==> config.mk <==
export PLATFORM = sky130hd
export DESIGN_NAME = host_packet_read_flat
export DESIGN_NICKNAME = d
export VERILOG_FILES = /design/src/rtl/host_packet_read_pkg.sv /design/src/rtl/host_packet_read_if.sv /design/src/rtl/host_packet_read.sv /design/src/flat_wrapper.sv
export SDC_FILE = /design/constraint.sdc
export NUM_CORES = 1
export LEC_CHECK = 0
export BUFFER_PORTS_ARGS = -buffer_cell sky130_fd_sc_hd__buf_2
export CORE_AREA = 2 2 144 146
export CTS_BUF_LIST = sky130_fd_sc_hd__clkbuf_8
export DETAILED_ROUTE_END_ITERATION = 6
export DIE_AREA = 0 0 146 148
export PLACE_DENSITY_LB_ADDON = 0.15
export SLEW_MARGIN = 20
export SYNTH_ARGS = -nofsm -noshare
export SYNTH_HDL_FRONTEND = slang
export SYNTH_SLANG_ARGS = --single-unit
==> constraint.sdc <==
create_clock -name i_clk -period 2.2 [get_ports i_clk]
set_input_delay 0.33 -clock i_clk [delete_from_list [all_inputs] [get_ports i_clk]]
set_output_delay 0.33 -clock i_clk [all_outputs]
set_load 0.01 [all_outputs]
==> src/rtl/host_packet_read_pkg.sv <==
// Shared widths, descriptor/line field positions and FSM encoding for the
// host transmit packet reader.
package host_packet_read_pkg;

  localparam int BUFID_W    = 9;
  localparam int LINE_W     = 7;
  localparam int DATA_W     = 134;
  localparam int META_W     = 15;
  localparam int DESC_W     = BUFID_W + META_W;
  localparam int RADDR_W    = BUFID_W + LINE_W;

  localparam int BUFID_LSB  = 0;
  localparam int META_LSB   = 9;

  localparam int HEAD_BIT   = 133;
  localparam int TAIL_BIT   = 132;

  localparam int PAGE_LINES = 128;

  typedef enum logic [1:0] {
    ST_IDLE    = 2'd0,
    ST_READ    = 2'd1,
    ST_DRAIN   = 2'd2,
    ST_RELEASE = 2'd3
  } state_t;

endpackage

==> src/rtl/host_packet_read_if.sv <==
// Descriptor intake, packet RAM read port, transmit FIFO write port and
// bufid release handshake. The slave modport is the reader block itself.
interface host_packet_read_if;
  import host_packet_read_pkg::*;

  logic [DESC_W-1:0]  iv_descriptor;
  logic               i_descriptor_wr;
  logic               o_descriptor_ready;

  logic [RADDR_W-1:0] ov_pkt_raddr;
  logic               o_pkt_rd;
  logic [DATA_W-1:0]  iv_pkt_rdata;

  logic [DATA_W-1:0]  ov_data;
  logic               o_data_wr;
  logic [META_W-1:0]  ov_pkt_meta;
  logic               i_data_fifo_alfull;

  logic [BUFID_W-1:0] ov_pkt_bufid;
  logic               o_pkt_bufid_wr;
  logic               i_pkt_bufid_ack;

  modport slave (
    input  iv_descriptor, i_descriptor_wr, iv_pkt_rdata, i_data_fifo_alfull, i_pkt_bufid_ack,
    output o_descriptor_ready, ov_pkt_raddr, o_pkt_rd, ov_data, o_data_wr, ov_pkt_meta,
           ov_pkt_bufid, o_pkt_bufid_wr
  );

  modport master (
    output iv_descriptor, i_descriptor_wr, iv_pkt_rdata, i_data_fifo_alfull, i_pkt_bufid_ack,
    input  o_descriptor_ready, ov_pkt_raddr, o_pkt_rd, ov_data, o_data_wr, ov_pkt_meta,
           ov_pkt_bufid, o_pkt_bufid_wr
  );

endinterface

==> src/rtl/host_packet_read.sv <==
// Fetches one descriptor's packet lines from the packet RAM into the transmit FIFO, then frees the bufid.
// Latency: accept cycle, read-issue cycle, write cycle; up to one line per cycle.
// Backpressure: FIFO almost-full pauses read issue; words already in flight still land.
module host_packet_read
  import host_packet_read_pkg::*;
(
  input  logic              i_clk,
  input  logic              i_rst_n,
  host_packet_read_if.slave bus,
  output logic              o_err_no_tail,
  output logic [31:0]       ov_tx_pkt_cnt
);

  state_t             r_state;
  state_t             w_state_nxt;
  logic [BUFID_W-1:0] r_bufid;
  logic [META_W-1:0]  r_meta;
  logic [LINE_W:0]    r_line;
  logic               r_rd_vld;
  logic               r_first;
  logic [31:0]        r_tx_cnt;

  logic               w_accept;
  logic               w_page_done;
  logic               w_issue;
  logic               w_ret;
  logic               w_tail_in;
  logic               w_end;
  logic               w_release_ack;
  logic [DATA_W-1:0]  w_line;

  // r_line counts issued reads; its MSB means all 128 lines have gone out.
  assign w_accept      = (r_state == ST_IDLE) && bus.i_descriptor_wr;
  assign w_page_done   = r_line[LINE_W];
  assign w_issue       = (r_state == ST_READ) && !bus.i_data_fifo_alfull && !w_page_done;
  assign w_ret         = r_rd_vld && (r_state == ST_READ);
  assign w_tail_in     = bus.iv_pkt_rdata[TAIL_BIT];
  assign w_end         = w_ret && (w_tail_in || w_page_done);
  assign w_release_ack = (r_state == ST_RELEASE) && bus.i_pkt_bufid_ack;

  always_comb begin
    w_state_nxt = r_state;
    case (r_state)
      ST_IDLE:    if (bus.i_descriptor_wr) w_state_nxt = ST_READ;
      ST_READ:    if (w_end) w_state_nxt = ST_DRAIN;
      ST_DRAIN:   w_state_nxt = ST_RELEASE;
      ST_RELEASE: if (bus.i_pkt_bufid_ack) w_state_nxt = ST_IDLE;
      default:    w_state_nxt = ST_IDLE;
    endcase
  end

  always_ff @(posedge i_clk or negedge i_rst_n) begin
    if (!i_rst_n) begin
      r_state <= ST_IDLE;
    end else begin
      r_state <= w_state_nxt;
    end
  end

  always_ff @(posedge i_clk or negedge i_rst_n) begin
    if (!i_rst_n) begin
      r_bufid  <= '0;
      r_meta   <= '0;
      r_line   <= '0;
      r_rd_vld <= 1'b0;
      r_first  <= 1'b0;
      r_tx_cnt <= '0;
    end else begin
      r_rd_vld <= w_issue;
      if (w_accept) begin
        r_bufid <= bus.iv_descriptor[BUFID_LSB +: BUFID_W];
        r_meta  <= bus.iv_descriptor[META_LSB +: META_W];
        r_line  <= '0;
        r_first <= 1'b1;
      end else begin
        if (w_issue) r_line <= r_line + 1'b1;
        if (w_ret)   r_first <= 1'b0;
      end
      if (w_release_ack) r_tx_cnt <= r_tx_cnt + 32'd1;
    end
  end

  // A return seen while the page is exhausted is line 127; it closes the packet.
  always_comb begin
    w_line           = bus.iv_pkt_rdata;
    w_line[HEAD_BIT] = bus.iv_pkt_rdata[HEAD_BIT] | r_first;
    w_line[TAIL_BIT] = bus.iv_pkt_rdata[TAIL_BIT] | w_page_done;
  end

  assign bus.o_descriptor_ready = (r_state == ST_IDLE);
  assign bus.o_pkt_rd           = w_issue;
  assign bus.ov_pkt_raddr       = w_issue ? {r_bufid, r_line[LINE_W-1:0]} : '0;
  assign bus.o_data_wr          = w_ret;
  assign bus.ov_data            = w_ret ? w_line : '0;
  assign bus.ov_pkt_meta        = (w_ret && r_first) ? r_meta : '0;
  assign bus.o_pkt_bufid_wr     = (r_state == ST_RELEASE);
  assign bus.ov_pkt_bufid       = (r_state == ST_RELEASE) ? r_bufid : '0;
  assign o_err_no_tail          = w_ret && w_page_done && !w_tail_in;
  assign ov_tx_pkt_cnt          = r_tx_cnt;

endmodule

==> src/flat_wrapper.sv <==
// flat-port wrapper written by rule: the top's interface ports become plain ports
module host_packet_read_flat import host_packet_read_pkg::*;
  (i_clk, i_rst_n, o_err_no_tail, ov_tx_pkt_cnt, bus_iv_descriptor, bus_i_descriptor_wr, bus_iv_pkt_rdata, bus_i_data_fifo_alfull, bus_i_pkt_bufid_ack, bus_o_descriptor_ready, bus_ov_pkt_raddr, bus_o_pkt_rd, bus_ov_data, bus_o_data_wr, bus_ov_pkt_meta, bus_ov_pkt_bufid, bus_o_pkt_bufid_wr);
  host_packet_read_if bus_i ();
  input  logic i_clk;
  input  logic i_rst_n;
  output logic o_err_no_tail;
  output logic [31:0] ov_tx_pkt_cnt;
  input wire logic [$bits(bus_i.iv_descriptor)-1:0] bus_iv_descriptor;
  input wire logic [$bits(bus_i.i_descriptor_wr)-1:0] bus_i_descriptor_wr;
  input wire logic [$bits(bus_i.iv_pkt_rdata)-1:0] bus_iv_pkt_rdata;
  input wire logic [$bits(bus_i.i_data_fifo_alfull)-1:0] bus_i_data_fifo_alfull;
  input wire logic [$bits(bus_i.i_pkt_bufid_ack)-1:0] bus_i_pkt_bufid_ack;
  output wire logic [$bits(bus_i.o_descriptor_ready)-1:0] bus_o_descriptor_ready;
  output wire logic [$bits(bus_i.ov_pkt_raddr)-1:0] bus_ov_pkt_raddr;
  output wire logic [$bits(bus_i.o_pkt_rd)-1:0] bus_o_pkt_rd;
  output wire logic [$bits(bus_i.ov_data)-1:0] bus_ov_data;
  output wire logic [$bits(bus_i.o_data_wr)-1:0] bus_o_data_wr;
  output wire logic [$bits(bus_i.ov_pkt_meta)-1:0] bus_ov_pkt_meta;
  output wire logic [$bits(bus_i.ov_pkt_bufid)-1:0] bus_ov_pkt_bufid;
  output wire logic [$bits(bus_i.o_pkt_bufid_wr)-1:0] bus_o_pkt_bufid_wr;
  assign bus_i.iv_descriptor = bus_iv_descriptor;
  assign bus_i.i_descriptor_wr = bus_i_descriptor_wr;
  assign bus_i.iv_pkt_rdata = bus_iv_pkt_rdata;
  assign bus_i.i_data_fifo_alfull = bus_i_data_fifo_alfull;
  assign bus_i.i_pkt_bufid_ack = bus_i_pkt_bufid_ack;
  assign bus_o_descriptor_ready = bus_i.o_descriptor_ready;
  assign bus_ov_pkt_raddr = bus_i.ov_pkt_raddr;
  assign bus_o_pkt_rd = bus_i.o_pkt_rd;
  assign bus_ov_data = bus_i.ov_data;
  assign bus_o_data_wr = bus_i.o_data_wr;
  assign bus_ov_pkt_meta = bus_i.ov_pkt_meta;
  assign bus_ov_pkt_bufid = bus_i.ov_pkt_bufid;
  assign bus_o_pkt_bufid_wr = bus_i.o_pkt_bufid_wr;
  host_packet_read u_core (.i_clk(i_clk), .i_rst_n(i_rst_n), .bus(bus_i), .o_err_no_tail(o_err_no_tail), .ov_tx_pkt_cnt(ov_tx_pkt_cnt));
endmodule
Yosys cells after proc, flatten, opt, wreduce, memory -nomap -nowiden
Cells that the tools add are included.
Widths: inputs -> output; s select.
{"block": "word_totals", "reg_bits": 68, "elab_cells": 46}
{"block": "op_classes", "n_addsub": 2, "eq_ne": 6, "mux": 12, "bitwise_logic": 2, "n_reduce_logical": 17}
{"operator": "$mux 134", "n": 1}
{"operator": "$add 32x1->32 const B", "n": 1}
{"operator": "$mux 16", "n": 1}
{"operator": "$mux 8", "n": 2}
{"operator": "$mux 15", "n": 1}
{"operator": "$logic_and 1x1->1", "n": 9}
{"operator": "$mux 9", "n": 1}
{"operator": "$add 8x1->8 const B", "n": 1}
{"operator": "$pmux 2 s4", "n": 1}
{"operator": "$mux 2", "n": 3}
{"operator": "$eq 2x2->1 const B", "n": 2}
{"operator": "$ne 2x2->1 const B", "n": 2}
{"operator": "$reduce_bool 2->1", "n": 2}
{"operator": "$logic_not 1->1", "n": 3}
{"operator": "$reduce_and 3->1", "n": 1}
{"operator": "$eq 2x1->1 const B", "n": 1}
{"operator": "$logic_not 2->1", "n": 1}
{"operator": "$mux 1", "n": 2}
{"operator": "$ne 2x1->1 const B", "n": 1}
{"operator": "$or 1x1->1", "n": 2}
{"operator": "$logic_or 1x1->1", "n": 1}

Longest topological paths before layout
Gate-level depths: netlist (run 1).
{"block": "depth", "ltp_word": 5, "mapped_depth": 8, "ltp_nobuf": 7}

Worst setup path before layout (run 1)
OpenSTA, ideal clock, no wires.
{"block": "synth_path", "path_kind": "register to register", "startpoint": "reg u_core.r_state[1]", "endpoint": "reg u_core.r_line[5]", "setup_ns": 0.132, "arrival_time_ns": 1.903, "required_time_ns": 2.068, "path_slack_ns": 0.165, "stages_incl_launch_ff": 8, "path_buffers": 1, "synth_period_minus_slack_ns": 2.035, "path_cell_list": "dfrtp_1 > inv_1 > ha_1 > buf_2 > nor4bb_1 > and4_1 > xnor2_1 > nor2_1"}
{"block": "synth_via", "elab_chain_cells": 4, "elab_cells_between_ends": 7, "cone_classes": "eq/ne (1); mux (1); reduce/logical (5)"}
{"element": "from (decl)", "line_no": "host_packet_read.sv:14", "text": "state_t r_state;"}
{"element": "from (signal assigned)", "line_no": "host_packet_read.sv:56", "text": "r_state <= w_state_nxt;"}
{"element": "$eq 2x1->1", "line_no": "host_packet_read.sv:35", "text": "assign w_issue = (r_state == ST_READ) && !bus.i_data_fifo_alfull && !w_page_done;"}
{"element": "$logic_and 1x1->1 (2 in a row)", "line_no": "host_packet_read.sv:35"}
{"element": "$reduce_bool 2->1 (no source line)"}
{"element": "to (signal assigned)", "line_no": "host_packet_read.sv:76", "text": "if (w_issue) r_line <= r_line + 1'b1;"}
{"element": "to (decl)", "line_no": "host_packet_read.sv:18", "text": "logic [LINE_W:0] r_line;"}
Parallel ways exist; a longest one is shown, timed or not.
A chain may end at the register's enable or synchronous reset.

Worst setup path after layout (run 1)
{"block": "layout_path", "startpoint": "reg u_core.r_state[1]", "endpoint": "out bus_ov_data[99]"}
{"block": "layout_via", "elab_chain_cells": 3}
{"element": "$eq 2x1->1", "line_no": "host_packet_read.sv:36", "text": "assign w_ret = r_rd_vld && (r_state == ST_READ);"}
{"element": "$logic_and 1x1->1", "line_no": "host_packet_read.sv:36"}
{"element": "$mux 134", "line_no": "host_packet_read.sv:94", "text": "assign bus.ov_data = w_ret ? w_line : '0;"}
{"element": "to (decl)", "line_no": "flat_wrapper.sv:17", "text": "output wire logic [$bits(bus_i.ov_data)-1:0] bus_ov_data;"}
No other way between the ends.

==> run metrics, run 1 <==
internal power 3.21 mW; Mean Syn Cell Area approximately 8.5 um2; grt peak-use layer met2; part of the power in registers 0.341; Worst EP required 1.87 ns; gpl congestion 0.968; cts bufs inserted 9; Die Wd between 100 and 150 um; initial antenna violation count 1; # IOs 374; Pre-antenna DRT Iters 4; final setup fails 0; Final TNS setup 0 ns; period utilisation layout 0.956; max-slew violations 0; Worst setup EP type output pin; Fillers 2,233; detailed-route via count 4,945; share of cells above drive strength 1 0.494; NetSw 2.12 mW; Post-synth ARST share 1.00; Top FF cell, synth dfrtp_1; vias per inst roughly 4.3; Die Y 148 um; Static Leak 4.62 nW; Post-route DRC 0; Clock Pin Slew Worst Setup and Hold Paths 0.08 ns; maximum clock path buffer count 2; crit start category flop; WL final approximately 21,000 um; #FFs+latches synth 68; Synth Cell Area 4280 um2; Post-Syn Nets around 670; status completed; leading cell types in the layout, fill and taps excluded buf_2, and3_1, nand2_1, dfrtp_1, xor2_1; Synth warnings 0; Tot GR Track Use 0.185; DIE AREA between 20,000 and 25,000 um2; CP max FO 38; VDD IR-drop max 0.381 mV; GR Layer Usage met2 0.291; Layout area overhead 59.4%; CTS tree built; clk sink count 68; Post-synth EDFFs 0; post-layout min period 2.10 ns; hold crit path type in2reg; Max-Cap Viols 0; CTS H-tree lvls 3; clk_skew just under 0.01 ns; vias in the first global route 4,915; clk_lat worst skew 0.35 ns; M1 GR Usage 0.240; FF/Latch Area about 1700 um2; largest net degree at the start of global routing ~130; Layout Nets 1,036; Cell Pwr Density 782 nW/um2; met3 Track Usage GR 0.0698; Rel. slew slack 0.678; post-synthesis sequential area ratio 0.398; RSZ-0062 raised after global routing true; Clock power frac 0.207; worst-margin pin slew 0.483 ns; first-pass GRT wire length 30,500 um; CP Data Arrival Time 1.77 ns; Fmax 475 MHz; starting density of the core 0.213; Initial DRC Count 209; Root Buffer Master clkbuf_8; power share of the combinational group 0.452; Synth Instances 504; endpoints failing hold 0; core area 20,000 um2; final total power 5.33 mW; Final ANT Viol Nets 0; row cnt 52; Crit Path Class reg2out; synth unique cells 34; multi-input logic area approximately 2400 um2; DP Wirelength 15,800 um; Remaining Overflow, GRT 0; average wire per standard cell approximately 18 um; most common cell after layout, fill and taps aside buf_2; Hold Slack 0.162 ns; PortBufs 373; Sw Share 0.398
## critical path, cell delays in order (launching register included)
cell     delay (ns)
dfrtp_1        0.41
inv_2          0.10
ha_4           0.21
buf_4          0.32
and3_1         0.22
buf_2          0.16
## layout make-up
type	instances	area share
antenna	2	0.000734
clock buffer	12	0.0242
clock inverter	4	0.00697
inverter	13	0.00715
multi-input combinational	380	0.349
sequential	68	0.250
tap	270	0.0495
timing repair buffer	394	0.313
## cells in the mapped netlist (2+ instances only)
library cell / number / area share
and2_1: 26 / 0.038
and3_1: 149 / 0.22
and4_1: 2 / 0.0041
buf_6: 2 / 0.0053
clkbuf_1: 40 / 0.035
dfrtp_1: 68 / 0.40
ha_1: 7 / 0.020
inv_1: 13 / 0.011
mux2_2: 2 / 0.0053
mux2i_1: 2 / 0.0047
nand2_1: 89 / 0.078
nand3_1: 10 / 0.012
nand4_1: 6 / 0.0088
nor2_1: 21 / 0.018
nor3_1: 5 / 0.0058
nor3_2: 6 / 0.014
nor4_2: 2 / 0.0058
nor4_4: 2 / 0.0099
or4_1: 2 / 0.0035
xnor2_1: 11 / 0.023
xor2_1: 26 / 0.053
## sequential cells by signal, indices dropped and copies added, names as in the netlist
register              cells
u_core.r_state            2
u_core.ov_tx_pkt_cnt     32
u_core.r_meta            15
u_core.r_first            1
u_core.r_bufid            9
u_core.r_rd_vld           1
u_core.r_line             8
## cell families (layout without fill, tap and decap cells)
group | Yosys count | after routing | share of synthesized area
muxes | 4 | 4 | 0.00994
other | 0 | 2 | 0
xor gates and xnor gates | 37 | 37 | 0.0758
DFF | 68 | 68 | 0.398
and+or+nand+nor | 329 | 329 | 0.438
AOI/OAI and AO/OA | 3 | 3 | 0.00497
adders and majority gates | 7 | 7 | 0.0205
buffers and inverters | 56 | 423 | 0.0529
## power groups by stage
stage,combinational (mW),clock [mW],sequential [mW]
after floorplan,1.26,0,1.76
after global placement,2.14,0,1.83
after detailed placement,2.13,0,1.83
after CTS,2.36,1.15,1.82
after global routing,2.67,1.21,1.87
final,2.41,1.10,1.82
## repair_timing
item                                   in CTS  in global routing
resized for setup                           3                  6
hold buffers                                1                  0
setup endpoints to repair                   1                 84
pin swaps                                   0                  1
endpoints found under the hold margin       5                  0
cloned                                      2                  0
buffers inserted                            0                  5
## final timing paths
check	cells after the start	slack, ns	from	endpoint
setup / recovery	5	0.1	u_core.r_state[1]	bus_ov_data[99]
min in group asynchronous	3	0.52	i_rst_n	u_core.ov_tx_pkt_cnt[17]
hold reg to reg	2	0.47	u_core.r_meta[10]	u_core.r_meta[10]
hold / removal	3	0.16	bus_iv_descriptor[10]	u_core.r_meta[1]
max in group asynchronous	3	1.33	i_rst_n	u_core.r_rd_vld
setup reg to reg	6	0.15	u_core.r_state[1]	u_core.ov_tx_pkt_cnt[28]
## stage by stage
stage / worst slack (ns) / utilization / instance area, um2 / std cells
5_1_grt: -0.0306 / 0.340 / 6820 / 1142
2_1_floorplan: 0.165 / - / 4280 / 504
4_1_cts: 0.00405 / 0.337 / 6760 / 1136
6_report: 0.0968 / 0.340 / 6820 / 1143
3_3_place_gp: 0.234 / 0.322 / 6450 / 1117
3_5_place_dp: 0.194 / 0.322 / 6450 / 1117
## routing by layer
metal  wire (um)  share of wire  vias up
met5           0              0        -
met4         338          0.016        0
met3        1850          0.089       18
met2        9380           0.45      213
met1        9250           0.44     2295
li1            -              -     2419
Power figures use the tool's default switching activity.
==> inputs of run 2 (changes only) <==
Settings changed: CTS_BUF_LIST sky130_fd_sc_hd__clkbuf_8 to sky130_fd_sc_hd__clkbuf_4 sky130_fd_sc_hd__clkbuf_8 sky130_fd_sc_hd__clkbuf_16.
==> run 2 against run 1 <==
The flow now finishes with violations (hold timing). Combinational power decreased by 6%. Final cell count is 0.44% lower. Clock power increased by 37%. Register-to-register slack better by 0.03 ns. Via count fell by 0.12%. Setup slack worse by 0.016 ns. Core utilization grew 0.11 points. Flip-flop and latch count did not move. Clock skew fell by 0.0017 ns. Critical path depth grew 1. Non-clock buffer count fell by 5.
==> run metrics, run 2 (synthesized netlist as in run 1, its figures left out) <==
Rel. slew slack 0.683 (was 0.678); leading cell types in the layout, fill and taps excluded buf_2, and3_1, nand2_1, dfrtp_1 (was buf_2, and3_1, nand2_1, dfrtp_1, xor2_1); crit start category flop (unchanged); Worst R2R Start u_core.r_state[0] (was u_core.r_state[1]); largest net degree at the start of global routing 133 (unchanged); Max-Cap Viols 0 (unchanged); status finished, violations left (was completed); CTS tree built (unchanged); average wire per standard cell 18.1 um (was 18.2 um); Root Buffer Master clkbuf_16 (was clkbuf_8); cts bufs inserted 9 (unchanged); Post-route DRC 0 (unchanged); Remaining Overflow, GRT 0 (unchanged); Clock power frac 0.270 (was 0.207); Crit Path Class reg2out (unchanged); power share of the combinational group 0.405 (was 0.452); Sw Share 0.379 (was 0.398); max-slew violations 0 (unchanged); vias per inst 4.34 (was 4.33); core area 20,000 um2 (unchanged); row cnt 52 (unchanged); internal power 3.48 mW (was 3.21 mW); detailed-route via count 4,939 (was 4,945); Layout Nets 1,031 (was 1,036); vias in the first global route 4,894 (was 4,915); initial antenna violation count 1 (unchanged); Reg2Reg Depth 5 (was 6); worst-margin pin slew 0.475 ns (was 0.483 ns); clk sink count 68 (unchanged); Cell Pwr Density 818 nW/um2 (was 782 nW/um2); clk_skew 0.00804 ns (was 0.00970 ns); part of the power in registers 0.325 (was 0.341); WL final 20,600 um (was 20,800 um); endpoints failing hold 2 (was 0); slowest stage cell, crit path dfrtp_1 (unchanged); CP max FO 48 (was 38); RSZ-0062 raised after global routing true (unchanged); maximum clock path buffer count 2 (unchanged); VDD IR-drop max 0.377 mV (was 0.381 mV); hold crit path type in2async (was in2reg); reg2reg end u_core.ov_tx_pkt_cnt[28] (unchanged); post-layout min period 2.12 ns (was 2.10 ns); NetSw 2.12 mW (about the same); Pre-antenna DRT Iters 4 (unchanged); gpl congestion 0.968 (unchanged); max incr delay on CP 0.40 ns (was 0.41 ns); clk_lat worst skew 0.33 ns (was 0.35 ns); share of cells above drive strength 1 0.492 (was 0.494); post-placement cell count 1,117 (unchanged); DP Wirelength 15,800 um (unchanged); Worst EP required 1.87 ns (about the same); Tot GR Track Use 0.183 (was 0.185); Final ANT Viol Nets 0 (unchanged); most common cell after layout, fill and taps aside buf_2 (unchanged); CP bufs+invs 4 (was 3); period utilisation layout 0.963 (was 0.956); CTS H-tree lvls 3 (unchanged); final setup fails 0 (unchanged); Initial DRC Count 208 (was 209); Layout area overhead 59.9% (was 59.4%); delay-heaviest family, CP buffers and inverters (unchanged); Die Wd 146 um (unchanged); CP Data Arrival Time 1.79 ns (was 1.77 ns); Fmax 472 MHz (was 475 MHz); Clock Pin Slew Worst Setup and Hold Paths 0.06 ns (was 0.08 ns); DIE AREA 21,600 um2 (unchanged); Hold Slack -0.00249 ns (was 0.162 ns); final total power 5.60 mW (was 5.33 mW); Worst setup EP type output pin (unchanged); first-pass GRT wire length 30,300 um (was 30,500 um); register-to-register setup slack 0.18 ns (was 0.15 ns); Static Leak 4.63 nW (was 4.62 nW); Die Y 148 um (unchanged); # IOs 374 (unchanged); crit-path cells inv_2 -> ha_4 -> buf_16 -> nor4bb_2 -> buf_4 -> buf_2 (was inv_2 -> ha_4 -> buf_4 -> and3_1 -> buf_2); Largest register FFs 32 (unchanged); fin cells 1,138 (was 1,143); PortBufs 373 (unchanged); starting density of the core 0.213 (unchanged); failing checks hold timing
[run 2: cell count changes in the layout (fill, tap and decap cells not counted), sizes merged]
cell | before | now
buf | 391 | 388
bufbuf | 2 | 1
clkbuf | 12 | 13
dlygate4sd3 | 1 | 0
inv | 14 | 13
[run 2: area by class of cell]
type / instances / area (um2)
sequential: 68 / 1700
tap: 270 / 338
inverter: 13 / 48.8
antenna: 2 / 5.00
multi-input combinational: 380 / 2370
clock buffer: 13 / 274
clock inverter: 3 / 43.8
timing repair buffer: 389 / 2060
fill: 2220 / 13200
[run 2: repair_timing]
action / CTS / global route
setup endpoints to repair: 1 / 33
setup buffers: 0 / 2
gates cloned: 1 / 0
hold buffers: 0 / 0
hold endpoints to repair: 0 / 0
resized for setup: 2 / 2
[run 2: through the flow]
step	setup TNS, ns	hold slack (ns)	setup WS [ns]	utilization	area, um2
after CTS	0	0.0256	0.0247	0.340	6810
after global placement	0	0.393	0.234	0.322	6450
after global routing	-0.0237	0.0198	-0.0139	0.341	6840
after floorplan	0	0.0344	0.165	-	4280
final	0	-0.00249	0.0812	0.341	6840
after detailed placement	0	0.390	0.194	0.322	6450
[run 2: layer usage]
layer	up-vias	global-route usage	wire, um
met5	-	0	0
met4	0	0.0451	263
met1	2295	0.239	9120
li1	2408	-	-
met3	15	0.0664	1840
met2	221	0.291	9330
[run 2: how the worst max path moves through the flow]
stage                     cells past startpoint                  endpoint  slack, ns               from
after floorplan                               7          u_core.r_line[5]       0.17  u_core.r_state[1]
after global placement                        5  u_core.ov_tx_pkt_cnt[28]       0.23  u_core.r_state[0]
after detailed placement                      5  u_core.ov_tx_pkt_cnt[28]       0.19  u_core.r_state[0]
after CTS                                     6       bus_ov_pkt_raddr[2]       0.02  u_core.r_state[1]
after global routing                          6       bus_ov_pkt_raddr[2]      -0.01  u_core.r_state[1]
final                                         6       bus_ov_pkt_raddr[2]       0.08  u_core.r_state[1]
[run 2: power by group through the flow]
stage	Combinational [mW]	Clock, mW	Sequential, mW
finish	2.27	1.51	1.82
global route	2.53	1.62	1.87
CTS	2.26	1.57	1.83
detailed placement	2.13	0	1.83
global placement	2.14	0	1.83
floorplan	1.26	0	1.76
==> inputs of run 3 (changes only) <==
Settings changed: CELL_PAD_IN_SITES_DETAIL_PLACEMENT set to 1, CELL_PAD_IN_SITES_GLOBAL_PLACEMENT set to 1, CORE_AREA 2 2 144 146 to 2 2 146 148, DIE_AREA 0 0 146 148 to 0 0 148 150.
==> run 3 against run 2 <==
The flow now finishes without violations. Combinational power grew 11%. Clock power grew 3%. Worst hold slack gained 0.0030 ns. Sequential share of layout area shrank 0.49 points. Register-to-register slack lost 0.03 ns. Wire length grew 7.8%. Via count grew 2.2%. Clock skew grew 0.0015 ns. Sequential power grew 2%. Final cell count grew 1.6%. Highest routed layer is now met5.
==> run metrics, run 3 (synthesized netlist as in run 1, its figures left out) <==
most common cell after layout, fill and taps aside buf_2 (unchanged); CP max FO 52 (was 48); DP Wirelength 16,800 um (was 15,800 um); crit start category flop (unchanged); Max-Cap Viols 0 (unchanged); Setup WS pre-CTS 0.107 ns (was 0.194 ns); Largest register FFs 32 (unchanged); Pre-antenna DRT Iters 4 (unchanged); post-placement cell count 1,127 (was 1,117); period utilisation layout 0.957 (was 0.963); final design utilization 0.338 (was 0.341); hold crit path type in2async (unchanged); DP Area 6490 um2 (was 6450 um2); Tot GR Track Use 0.191 (was 0.183); register-to-register setup slack 0.15 ns (was 0.18 ns); Worst EP required 1.87 ns (about the same); initial antenna violation count 3 (was 1); final total power 5.92 mW (was 5.60 mW); final setup fails 0 (unchanged); PortBufs 373 (unchanged); WL final 22,200 um (was 20,600 um); gpl congestion 0.884 (was 0.968); Setup crit end bus_ov_data[67] (was bus_ov_pkt_raddr[2]); fin area 6990 um2 (was 6840 um2); fin cells 1,156 (was 1,138); Crit. Startpoint u_core.r_state[1] (unchanged); Rel. slew slack 0.672 (was 0.683); CTS tree built (unchanged); status completed (was finished, violations left); Final TNS setup 0 ns (unchanged); Hold Slack 0.000458 ns (was -0.00249 ns); Reg2Reg Depth 6 (was 5); first-pass GRT wire length 32,300 um (was 30,300 um); Static Leak 4.70 nW (was 4.63 nW); Worst R2R Start u_core.r_state[1] (was u_core.r_state[0]); Die Wd 148 um (was 146 um); average wire per standard cell 19.2 um (was 18.1 um); Hold Buf Count CTS 0 (unchanged); Die Y 150 um (was 148 um); Root Buffer Master clkbuf_16 (unchanged); DIE AREA 22,200 um2 (was 21,600 um2); CTS H-tree lvls 3 (unchanged); Worst setup EP type output pin (unchanged); Crit Path Class reg2out (unchanged); endpoints failing hold 0 (was 2); Remaining Overflow, GRT 0 (unchanged); vias in the first global route 5,233 (was 4,894); maximum clock path buffer count 2 (unchanged); max-slew violations 0 (unchanged); core area 20,700 um2 (was 20,000 um2); Worst Slack Setup Final 0.0948 ns (was 0.0812 ns); Final ANT Viol Nets 0 (unchanged); cts bufs inserted 9 (unchanged); reg2reg end u_core.r_state[1] (was u_core.ov_tx_pkt_cnt[28]); post-layout min period 2.11 ns (was 2.12 ns); vias per inst 4.37 (was 4.34); worst-margin pin slew 0.491 ns (was 0.475 ns); VDD IR-drop max 0.338 mV (was 0.377 mV); Layout Nets 1,045 (was 1,031); Clock Pin Slew Worst Setup and Hold Paths 0.06 ns (about the same); clk_skew 0.00949 ns (was 0.00804 ns); # IOs 374 (unchanged); row cnt 53 (was 52); largest net degree at the start of global routing 69 (was 133); clk sink count 68 (unchanged); starting density of the core 0.207 (was 0.213); Cell Pwr Density 847 nW/um2 (was 818 nW/um2); Post-route DRC 0 (unchanged); share of cells above drive strength 1 0.498 (was 0.492); Fmax 475 MHz (was 472 MHz); detailed-route via count 5,049 (was 4,939); Layout area overhead 63.4% (was 59.9%); CP Data Arrival Time 1.78 ns (was 1.79 ns); clk_lat worst skew 0.33 ns (about the same); Initial DRC Count 151 (was 208); leading cell types in the layout, fill and taps excluded buf_2, and3_1, nand2_1, dfrtp_1 (unchanged)
==> run 3: worst min-delay path by stage <==
stage / start / to / slack, ns
detailed placement: i_rst_n / u_core.ov_tx_pkt_cnt[17] / 0.40
finish: i_rst_n / u_core.ov_tx_pkt_cnt[17] / 0.0005
CTS: i_rst_n / u_core.ov_tx_pkt_cnt[17] / 0.03
global placement: i_rst_n / u_core.ov_tx_pkt_cnt[17] / 0.40
floorplan: i_rst_n / u_core.ov_tx_pkt_cnt[0] / 0.03
global route: i_rst_n / u_core.ov_tx_pkt_cnt[17] / 0.03
==> run 3: worst max-delay path, stage by stage (launching register included) <==
cell,delay (ns)
dfrtp_1,0.39
inv_2,0.09
ha_4,0.18
buf_4,0.37
and3_1,0.25
buf_2,0.15
==> run 3: routing by layer <==
metal  share of wire  global-route usage  up-vias
met2            0.47               0.315      213
met1            0.42               0.241     2375
met5          0.0012                   0        -
li1                -                   -     2440
met3            0.10              0.0701       17
met4          0.0088              0.0343        4
==> run 3: layout make-up <==
class	count	area (um2)
Antenna cell	2	5.00
Fill cell	2563	13700
Sequential cell	68	1710
Tap cell	275	344
Multi-Input combinational cell	380	2370
Timing Repair Buffer	403	2200
Clock inverter	6	88.8
Inverter	13	48.8
Clock buffer	9	225
==> run 3: power by group <==
group	total [mW]	internal (mW)	switching, mW
clock	1.55	0.988	0.567
combinational	2.51	1.12	1.39
sequential	1.86	1.56	0.297
total	5.92	3.67	2.25
==> run 3: what timing repair did <==
action | in CTS | in global routing
gates cloned | 2 | 1
resized for setup | 5 | 1
buffers inserted | 3 | 6
setup endpoints to repair | 17 | 15
